[src/rtl/b11_pkg.sv]
// Shared constants and FSM state type for the b11 scrambler driver.
// The acceptance limit mirrors the scrambler: it only updates x_out for words up to this value.
package b11_pkg;

   localparam int unsigned B11_W     = 6;
   localparam int unsigned B11_CNT_W = 8;

   localparam logic [B11_W-1:0] B11_X_IN_LIMIT = 6'h1A;

   typedef enum logic [2:0] {
      ST_INIT   = 3'd0,
      ST_IDLE   = 3'd1,
      ST_STROBE = 3'd2,
      ST_WAIT   = 3'd3,
      ST_REPORT = 3'd4
   } b11_state_e;

   // True when the scrambler is expected to act on this word.
   function automatic logic b11_in_range(input logic [B11_W-1:0] x);
      return (x <= B11_X_IN_LIMIT);
   endfunction

endpackage

[src/rtl/b11_delay_counter.sv]
// Loadable down-counter with a zero flag; used for both the start-up and the settle delay.
// Load has priority; otherwise the count decrements and holds at zero.
module b11_delay_counter
   import b11_pkg::*;
#(
   parameter int unsigned W = B11_CNT_W
) (
   input  logic         clock,
   input  logic         reset,
   input  logic         i_load,
   input  logic [W-1:0] i_value,
   output logic         o_zero_c
);

   logic [W-1:0] r_count;

   always_ff @(posedge clock) begin
      if (reset) begin
         r_count <= '0;
      end else if (i_load) begin
         r_count <= i_value;
      end else if (r_count != '0) begin
         r_count <= r_count - W'(1);
      end
   end

   assign o_zero_c = (r_count == '0);

endmodule

[src/rtl/b11_driver.sv]
// Drives one word at a time into the scrambler: strobe it in, wait for it to settle,
// then sample and report x_out. All outputs come straight from registers.
module b11_driver
   import b11_pkg::*;
#(
   parameter int unsigned STARTUP_CYCLES = 2,
   parameter int unsigned SETTLE_CYCLES  = 40
) (
   input  logic             clock,
   input  logic             reset,
   input  logic [B11_W-1:0] data_in,
   input  logic             data_valid,
   output logic             data_ready,
   output logic [B11_W-1:0] x_in,
   output logic             stbi,
   input  logic [B11_W-1:0] x_out,
   output logic [B11_W-1:0] result,
   output logic             result_valid,
   output logic             busy,
   output logic [7:0]       txn_count
);

   localparam int unsigned CNT_W = B11_CNT_W;

   b11_state_e       r_state;
   b11_state_e       w_state_nxt;
   logic             r_init_armed;
   logic [B11_W-1:0] r_x_in;
   logic             r_stbi;
   logic             r_data_ready;
   logic [B11_W-1:0] r_result;
   logic             r_result_valid;
   logic             r_busy;
   logic [7:0]       r_txn_count;

   logic             w_cnt_load;
   logic [CNT_W-1:0] w_cnt_value;
   logic             w_cnt_zero_c;
   logic             w_capture;
   logic             w_report;
   logic             w_stbi_nxt;
   logic             w_ready_nxt;
   logic             w_busy_nxt;

   b11_delay_counter #(
      .W (CNT_W)
   ) u_delay (
      .clock    (clock),
      .reset    (reset),
      .i_load   (w_cnt_load),
      .i_value  (w_cnt_value),
      .o_zero_c (w_cnt_zero_c)
   );

   // Next-state and next-output decode; INIT loads the counter on its first cycle only.
   always_comb begin
      w_state_nxt = r_state;
      w_cnt_load  = 1'b0;
      w_cnt_value = '0;
      w_capture   = 1'b0;
      w_report    = 1'b0;

      case (r_state)
         ST_INIT: begin
            if (!r_init_armed) begin
               w_cnt_load  = 1'b1;
               w_cnt_value = CNT_W'(STARTUP_CYCLES - 2);
            end else if (w_cnt_zero_c) begin
               w_state_nxt = ST_IDLE;
            end
         end
         ST_IDLE: begin
            if (data_valid && r_data_ready) begin
               w_capture   = 1'b1;
               w_state_nxt = ST_STROBE;
            end
         end
         ST_STROBE: begin
            w_cnt_load  = 1'b1;
            w_cnt_value = CNT_W'(SETTLE_CYCLES - 1);
            w_state_nxt = ST_WAIT;
         end
         ST_WAIT: begin
            if (w_cnt_zero_c) begin
               w_report    = 1'b1;
               w_state_nxt = ST_REPORT;
            end
         end
         ST_REPORT: begin
            w_state_nxt = ST_IDLE;
         end
         default: begin
            w_state_nxt = ST_INIT;
         end
      endcase

      w_stbi_nxt  = (w_state_nxt != ST_STROBE);
      w_ready_nxt = (w_state_nxt == ST_IDLE);
      w_busy_nxt  = (w_state_nxt == ST_STROBE) || (w_state_nxt == ST_WAIT);
   end

   always_ff @(posedge clock) begin
      if (reset) begin
         r_state        <= ST_INIT;
         r_init_armed   <= 1'b0;
         r_x_in         <= '0;
         r_stbi         <= 1'b1;
         r_data_ready   <= 1'b0;
         r_result       <= '0;
         r_result_valid <= 1'b0;
         r_busy         <= 1'b0;
         r_txn_count    <= '0;
      end else begin
         r_state        <= w_state_nxt;
         r_init_armed   <= (r_state == ST_INIT);
         r_stbi         <= w_stbi_nxt;
         r_data_ready   <= w_ready_nxt;
         r_busy         <= w_busy_nxt;
         r_result_valid <= w_report;
         if (w_capture) begin
            r_x_in <= data_in;
         end
         // Out-of-range words still complete; x_out is reported as-is.
         if (w_report) begin
            r_result    <= x_out;
            r_txn_count <= r_txn_count + 8'd1;
         end
      end
   end

   assign x_in         = r_x_in;
   assign stbi         = r_stbi;
   assign data_ready   = r_data_ready;
   assign result       = r_result;
   assign result_valid = r_result_valid;
   assign busy         = r_busy;
   assign txn_count    = r_txn_count;

   a_stbi_one_cycle: assert property (@(posedge clock) disable iff (reset) !r_stbi |=> r_stbi);

endmodule

[config.mk]
export PLATFORM = sky130hd
export DESIGN_NAME = b11_driver
export DESIGN_NICKNAME = d
export VERILOG_FILES = /design/src/rtl/b11_pkg.sv /design/src/rtl/b11_delay_counter.sv /design/src/rtl/b11_driver.sv
export SDC_FILE = /design/constraint.sdc
export NUM_CORES = 1
export LEC_CHECK = 0
export CAP_MARGIN = 20
export CORE_ASPECT_RATIO = 0.8
export CORE_UTILIZATION = 52
export CTS_CLUSTER_DIAMETER = 30
export DETAILED_ROUTE_END_ITERATION = 10
export PLACE_DENSITY = 0.85
export SYNTH_ARGS = -nofsm -noshare
export SYNTH_HDL_FRONTEND = slang
export SYNTH_SLANG_ARGS = --single-unit
[constraint.sdc]
create_clock -name clock -period 3.4 [get_ports clock]
set_clock_uncertainty 0.2 [all_clocks]
set_input_delay 0.68 -clock clock [delete_from_list [all_inputs] [get_ports clock]]
set_output_delay 0.68 -clock clock [all_outputs]
set_load 0.1 [all_outputs]
==> results of run 1 <==
==> stage by stage <==
step                utilization (%)  power [µW]  cells  setup slack [ps]  instance area, µm²
floorplan                         -         851    174              1170                1600
global placement               67.7         905    242              1010                1920
detailed placement             67.7         925    242              1000                1920
CTS                            71.5        1290    250              1110                2020
global route                   71.5        1350    250               922                2020
finish                         71.5        1290    250              1080                2020
==> cell type report <==
| type | count | area, µm² | area share [%] |
|---|---|---|---|
| inverter | 4 | 15.0 | 0.742 |
| clock inverter | 2 | 35.0 | 1.73 |
| clock buffer | 6 | 72.6 | 3.59 |
| tap | 38 | 47.5 | 2.35 |
| timing repair buffer | 39 | 328 | 16.2 |
| multi-input combinational | 125 | 805 | 39.8 |
| sequential | 36 | 721 | 35.6 |
==> cell families after synthesis <==
kind of cell	count (synthesis)	share of synthesized area (%)
simple gates	75	26.6
flops	36	45.1
compound gates	31	11.4
buf+inv	13	4.54
xor+xnor	8	4.39
mux	8	5.64
fa+ha+maj	3	2.35
==> synthesized netlist by cell type (2+ instances only) <==
cell type                  count  share of area [%]
sky130_fd_sc_hd__dfxtp_1      36                 45
sky130_fd_sc_hd__nor2_1       19                4.5
sky130_fd_sc_hd__a21oi_1      16                5.0
sky130_fd_sc_hd__nand2_1      12                2.8
sky130_fd_sc_hd__nand3_1      12                3.8
sky130_fd_sc_hd__mux2i_1       6                3.8
sky130_fd_sc_hd__xnor2_1       5                2.7
sky130_fd_sc_hd__clkbuf_1      4               0.94
sky130_fd_sc_hd__inv_1         4               0.94
sky130_fd_sc_hd__nor2b_1       4                1.6
sky130_fd_sc_hd__nor3_1        4                1.3
sky130_fd_sc_hd__or3_1         4                1.6
sky130_fd_sc_hd__ha_1          3                2.3
sky130_fd_sc_hd__o21ai_0       3               0.94
sky130_fd_sc_hd__o21ai_1       3               0.94
sky130_fd_sc_hd__xor2_1        3                1.6
sky130_fd_sc_hd__and3_1        2               0.78
sky130_fd_sc_hd__buf_2         2               0.63
sky130_fd_sc_hd__mux2_4        2                1.9
sky130_fd_sc_hd__nand4_1       2               0.78
sky130_fd_sc_hd__o31ai_1       2               0.94
==> path summary, 6_finish.rpt <==
| check | startpoint | to | slack [ps] | cells past startpoint |
|---|---|---|---|---|
| worst max-delay path | u_delay.r_count[0] | txn_count[4] | 1080 | 6 |
| worst max register to register | u_delay.r_count[0] | txn_count[4] | 1080 | 6 |
| worst min-delay path | result[1] | result[1] | 260 | 2 |
| worst min register to register | result[1] | result[1] | 260 | 2 |
==> layout by cell type, fill, tap and decap left out, types with 5 or more instances in the layout <==
cell type                         count
sky130_fd_sc_hd__a21oi_1             16
sky130_fd_sc_hd__buf_4               25
sky130_fd_sc_hd__dfxtp_1             36
sky130_fd_sc_hd__nor2_1              19
sky130_fd_sc_hd__mux2i_1              6
sky130_fd_sc_hd__clkdlybuf4s50_1     14
sky130_fd_sc_hd__nand3_1             12
sky130_fd_sc_hd__nand2_1             12
sky130_fd_sc_hd__clkbuf_8             5
sky130_fd_sc_hd__xnor2_1              5
==> power breakdown <==
part / internal, µW / switching [µW]
logic: 164 / 252
registers: 458 / 47.1
clock network: 217 / 147
==> flip-flops by register name, indices dropped and copies added, names as in the netlist <==
name / cells
busy: 1
result: 6
result_valid: 1
txn_count: 8
x_in: 6
u_delay.r_count: 8
data_ready: 1
r_init_armed: 1
stbi: 1
r_state: 3
==> worst register-to-register path, cell delays in order (launching register included) <==
cell	delay, ps
sky130_fd_sc_hd__dfxtp_1	330
sky130_fd_sc_hd__inv_1	130
sky130_fd_sc_hd__ha_1	190
sky130_fd_sc_hd__nor3b_2	450
sky130_fd_sc_hd__nand3_2	370
sky130_fd_sc_hd__or3_1	450
sky130_fd_sc_hd__a21oi_1	140
==> per-layer routing <==
metal	share of wire, %	track usage [%]	vias to the layer above
li1	-	-	682
met1	44	26.5	619
met4	4.0	16.7	0
met2	47	36.7	48
met3	5.0	5.92	13
met5	0	0	-
==> out/summary.log, run 1 <==
[detailed_routing] final routed wirelength across all metal layers 3.54 mm
[sta] slew of the pin with the lowest slew margin 566 ps
[clock_tree] Reg clk slew, reported paths 70 ps
[worst_setup_path] type of the setup path with the least slack reg2reg
[cells_and_area] Final #Nets 229
[die] die height 51.6 µm
[yosys] number of distinct standard cells referenced by the synthesized netlist 47
[pwr] power density normalized to cell area 635 nW/µm²
[grt] wire length of the first global-routing pass 5.45 mm
[sta] final-report hold violation count 0
[worst_setup_path] stage delay of the slowest cell on the critical path 450 ps
[sta] maximum clock frequency 0.430 GHz
[pwr] leakage power figure 0.000816 µW
[die] Core ar. 2830 µm²
[yosys] sequential element share of the synthesized area 45.1%
[yosys] number of nets in the synthesized netlist 192
[worst_setup_path] family with the most delay on the worst path simple AND/OR/NAND/NOR gates
[clock_tree] TritonCTS Sinks 36
[worst_setup_path] Req. time, crit path 3430 ps
[placed_design] placer congestion estimate 0.803
[cells_and_area] layout overhead on the synthesized area 26.6%
[cells_and_area] Antenna Cells 0
[worst_setup_path] kind of capture point of the worst setup path register
[clock_tree] clock tree from TritonCTS yes
[clock_tree] post-CTS repair timing setup buffer count 0
[clock_tree] number of instances resized during post-cts repair 0
[grt] initial antenna violation count 0
[die] Total Die Area 3300 µm²
[clock_tree] clk_lat worst skew 290 ps
[yosys] top flip-flop cell by instance count after synthesis sky130_fd_sc_hd__dfxtp_1
[cells_and_area] count of fill cells added during filler insertion 221
[sta] final worst hold slack 262 ps
[worst_setup_path] count of buffering cells on the critical path with inverters included 1
[sta] setup_tns 0 ps
[die] overall die width 64.0 µm
[yosys] Mean Syn Cell Area 9.18 µm²
[placed_design] placed wire-length estimate 2.58 mm
[sta] max-slew violation count 0
[clock_tree] hold buffers post-CTS 0
[detailed_routing] drt first-iter violations 63
[sta] crit share post-route 68.4%
[grt] remaining global-route overflow 0
[run_status] outcome complete, no violations
[sta] Relative slew margins 61.3%
[placed_design] port buffer count 38
[worst_setup_path] kind of launch point of the worst setup path register
[grt] maximum number of pins on one net before global-route repair 20
[worst_setup_path] Critical Path Slowest Stage Cell sky130_fd_sc_hd__nor3b_2
[yosys] Post-Synthesis Cells 174
[detailed_routing] Avg WL per Cell 14.2 µm
[grt] combined global-route utilization of all metal layers 22.8%
[worst_setup_path] highest net fanout along the worst path 14
[clock_tree] CTS root buf sky130_fd_sc_hd__clkbuf_8
[detailed_routing] Final ANT Viol Nets 0
[grt] via count of the first global-routing pass 1234
[die] starting utilization of the core area 56.5%
[pwr] maximum resistive drop on vdd 0.372 mV
[die] Ports 39
[yosys] proportion of register bits with asynchronous set or reset after synthesis 0%
[sta] minimum clock period 2320 ps
[detailed_routing] vias post-DR 1362
[detailed_routing] DR pass1 iterations 4
[sta] final setup violating endpoints 0
[yosys] Synth warnings 0
[detailed_routing] vias per inst 5.45
[job] max-capacitance violation count 0
[yosys] register bit count reported by yosys 36
[yosys] EDFF count, synth 0
[die] # rows 17
[sta] unrepaired setup endpoints after global routing no
[clock_tree] number of levels in the clock H-tree 2
[worst_setup_path] cell breakdown of the critical path inv_1 > ha_1 > nor3b_2 > nand3_2 > or3_1 > a21oi_1
[worst_setup_path] Arrival @ worst endpoint 2360 ps
[clock_tree] number of buffers inserted during clock tree synthesis 5
[detailed_routing] number of design rule violations left after detail routing 0
[hold_path] class of the tightest hold or removal check reg2reg
[yosys] netlist area before placement 1600 µm²
[clock_tree] worst-case clock buffer depth 2
[cells_and_area] fraction of layout instances using a drive strength above 1 20.3%
No activity file was read; power rests on OpenSTA's default activity.
==> run 2, diff against run 1 <==
- CORE_UTILIZATION: 52 -> 48
- PLACE_DENSITY: 0.85 -> 0.8
- clock period: 3.4 -> 2.3 ns (I/O delays scaled with it)
==> out/summary.log, run 2 (synthesis gave the netlist of run 1 again) <==
[placed_design] port buffer count 38 [unchanged]
[pwr] leakage power figure 0.000827 µW [was 0.000816 µW]
[pwr] Internal 1160 µW [was 839 µW]
[clock_tree] hold buffers post-CTS 0 [unchanged]
[detailed_routing] drt first-iter violations 33 [was 63]
[worst_setup_path] kind of launch point of the worst setup path register [unchanged]
[clock_tree] Reg clk slew, reported paths 70 ps [about the same]
[cells_and_area] highest-count cells in the layout ignoring fill and taps sky130_fd_sc_hd__dfxtp_1, sky130_fd_sc_hd__buf_4, sky130_fd_sc_hd__nor2_1 [unchanged]
[worst_setup_path] R2R setup slack 220 ps [was 1080 ps]
[cells_and_area] final standard cell utilization of the core 64.9% [was 71.5%]
[grt] via count of the first global-routing pass 1261 [was 1234]
[detailed_routing] number of design rule violations left after detail routing 0 [unchanged]
[worst_setup_path] highest net fanout along the worst path 7 [was 14]
[clock_tree] number of instances resized during post-cts repair 0 [unchanged]
[worst_setup_path] Arrival @ worst endpoint 2100 ps [was 2360 ps]
[placed_design] area post-placement 1940 µm² [was 1920 µm²]
[clock_tree] post-CTS repair timing setup buffer count 0 [unchanged]
[pwr] switching fraction of total power 35.7% [was 34.7%]
[clock_tree] number of buffers inserted during clock tree synthesis 5 [unchanged]
[clock_tree] clk_lat worst skew 280 ps [was 290 ps]
[pwr] fraction of power consumed by the clock network 25.0% [was 28.3%]
[grt] combined global-route utilization of all metal layers 20.6% [was 22.8%]
[die] starting utilization of the core area 51.0% [was 56.5%]
[sta] crit share post-route 90.6% [was 68.4%]
[placed_design] placed wire-length estimate 2.47 mm [was 2.58 mm]
[pwr] maximum resistive drop on vdd 0.602 mV [was 0.372 mV]
[detailed_routing] Avg WL per Cell 13.0 µm [was 14.2 µm]
[pwr] power density normalized to cell area 886 nW/µm² [was 635 nW/µm²]
[detailed_routing] vias post-DR 1370 [was 1362]
[sta] max-slew violation count 0 [unchanged]
[grt] maximum number of pins on one net before global-route repair 18 [was 20]
[detailed_routing] Final ANT Viol Nets 0 [unchanged]
[clock_tree] clock tree from TritonCTS yes [unchanged]
[cells_and_area] Final #Nets 232 [was 229]
[cells_and_area] fraction of layout instances using a drive strength above 1 21.9% [was 20.3%]
[sta] unrepaired setup endpoints after global routing no [unchanged]
[run_status] outcome complete, no violations [unchanged]
[clock_tree] TritonCTS Sinks 36 [unchanged]
[sta] minimum clock period 2080 ps [was 2320 ps]
[worst_setup_path] type of the setup path with the least slack reg2reg [unchanged]
[cells_and_area] most common cell after layout, fill and taps aside sky130_fd_sc_hd__dfxtp_1 [unchanged]
[placed_design] placer congestion estimate 0.799 [was 0.803]
[pwr] part of the total power dissipated in combinational logic 33.7% [was 32.4%]
[die] overall die width 66.5 µm [was 64.0 µm]
[die] Ports 39 [unchanged]
[die] Total Die Area 3570 µm² [was 3300 µm²]
[sta] Relative slew margins 58.8% [was 61.3%]
[worst_setup_path] kind of capture point of the worst setup path register [unchanged]
[pwr] portion of total power attributed to sequential cells 41.3% [was 39.3%]
[die] Core ar. 3130 µm² [was 2830 µm²]
[sta] maximum clock frequency 0.480 GHz [was 0.430 GHz]
[worst_setup_path] Worst Reg2Reg Path Length in Cells 6 [unchanged]
[die] die height 53.6 µm [was 51.6 µm]
[clock_tree] number of levels in the clock H-tree 2 [unchanged]
[cells_and_area] Antenna Cells 0 [unchanged]
[sta] final setup violating endpoints 0 [unchanged]
[detailed_routing] final routed wirelength across all metal layers 3.31 mm [was 3.54 mm]
[sta] slew of the pin with the lowest slew margin 612 ps [was 566 ps]
[detailed_routing] DR pass1 iterations 5 [was 4]
[hold_path] class of the tightest hold or removal check reg2reg [unchanged]
[sta] final worst hold slack 271 ps [was 262 ps]
[cells_and_area] layout overhead on the synthesized area 27.3% [was 26.6%]
[grt] initial antenna violation count 0 [unchanged]
[worst_setup_path] Req. time, crit path 2320 ps [was 3430 ps]
[sta] final-report hold violation count 0 [unchanged]
[pwr] Net Switching 642 µW [was 446 µW]
[die] # rows 18 [was 17]
[detailed_routing] vias per inst 5.37 [was 5.45]
[grt] wire length of the first global-routing pass 5.40 mm [was 5.45 mm]
[sta] setup_tns 0 ps [unchanged]
[clock_tree] CTS root buf sky130_fd_sc_hd__clkbuf_8 [unchanged]
[job] max-capacitance violation count 0 [unchanged]
[grt] remaining global-route overflow 0 [unchanged]
[clock_tree] worst-case clock buffer depth 2 [unchanged]
[hold_path] Min-Delay Path Depth 2 [unchanged]
[cells_and_area] final standard cell area without fillers 2030 µm² [was 2020 µm²]
==> run 2: changes by cell type in the layout (fill, tap and decap cells not counted), sizes merged <==
cell,previous run,this run
buf,25,28
clkinv,1,2
bufinv,1,0
==> run 2: metal layers <==
layer	global-route usage (%)	wire, µm
met5	0	0
met4	12.1	51
met3	5.93	149
met2	32.8	1520
met1	25.2	1590
==> run 2: path summary, 6_finish.rpt <==
kind | start | to
setup / recovery | u_delay.r_count[0] | txn_count[6]
hold / removal | result[0] | result[0]
setup reg to reg | u_delay.r_count[0] | txn_count[6]
hold reg to reg | result[0] | result[0]
==> run 2: final cells by class <==
type / count / area [µm²]
Multi-Input combinational cell: 125 / 805
Sequential cell: 36 / 721
Inverter: 4 / 15.0
Fill cell: 239 / 1100
Clock buffer: 6 / 82.6
Timing Repair Buffer: 42 / 350
Clock inverter: 2 / 10.0
Tap cell: 40 / 50.0
==> run 2: power by group through the flow <==
stage	Clock, µW	Combinational (µW)	Sequential, µW
CTS	463	606	742
finish	451	607	744
detailed placement	0	604	755
global route	492	666	752
global placement	0	594	749
floorplan	0	453	806
==> run 2: worst max-delay path, cell delays in order (launching register included) <==
cell	delay (ps)
sky130_fd_sc_hd__dfxtp_1	320
sky130_fd_sc_hd__inv_1	140
sky130_fd_sc_hd__ha_1	180
sky130_fd_sc_hd__nor3b_2	400
sky130_fd_sc_hd__nand3_2	240
sky130_fd_sc_hd__or3_1	390
sky130_fd_sc_hd__a21oi_1	150
==> run 2: per-stage QoR <==
step / power (µW) / setup slack (ps) / instances
final: 1800 / 215 / 255
after global routing: 1910 / 60.5 / 255
after CTS: 1810 / 228 / 255
after detailed placement: 1360 / 188 / 247
after global placement: 1340 / 253 / 247
after floorplan: 1260 / 65.1 / 174
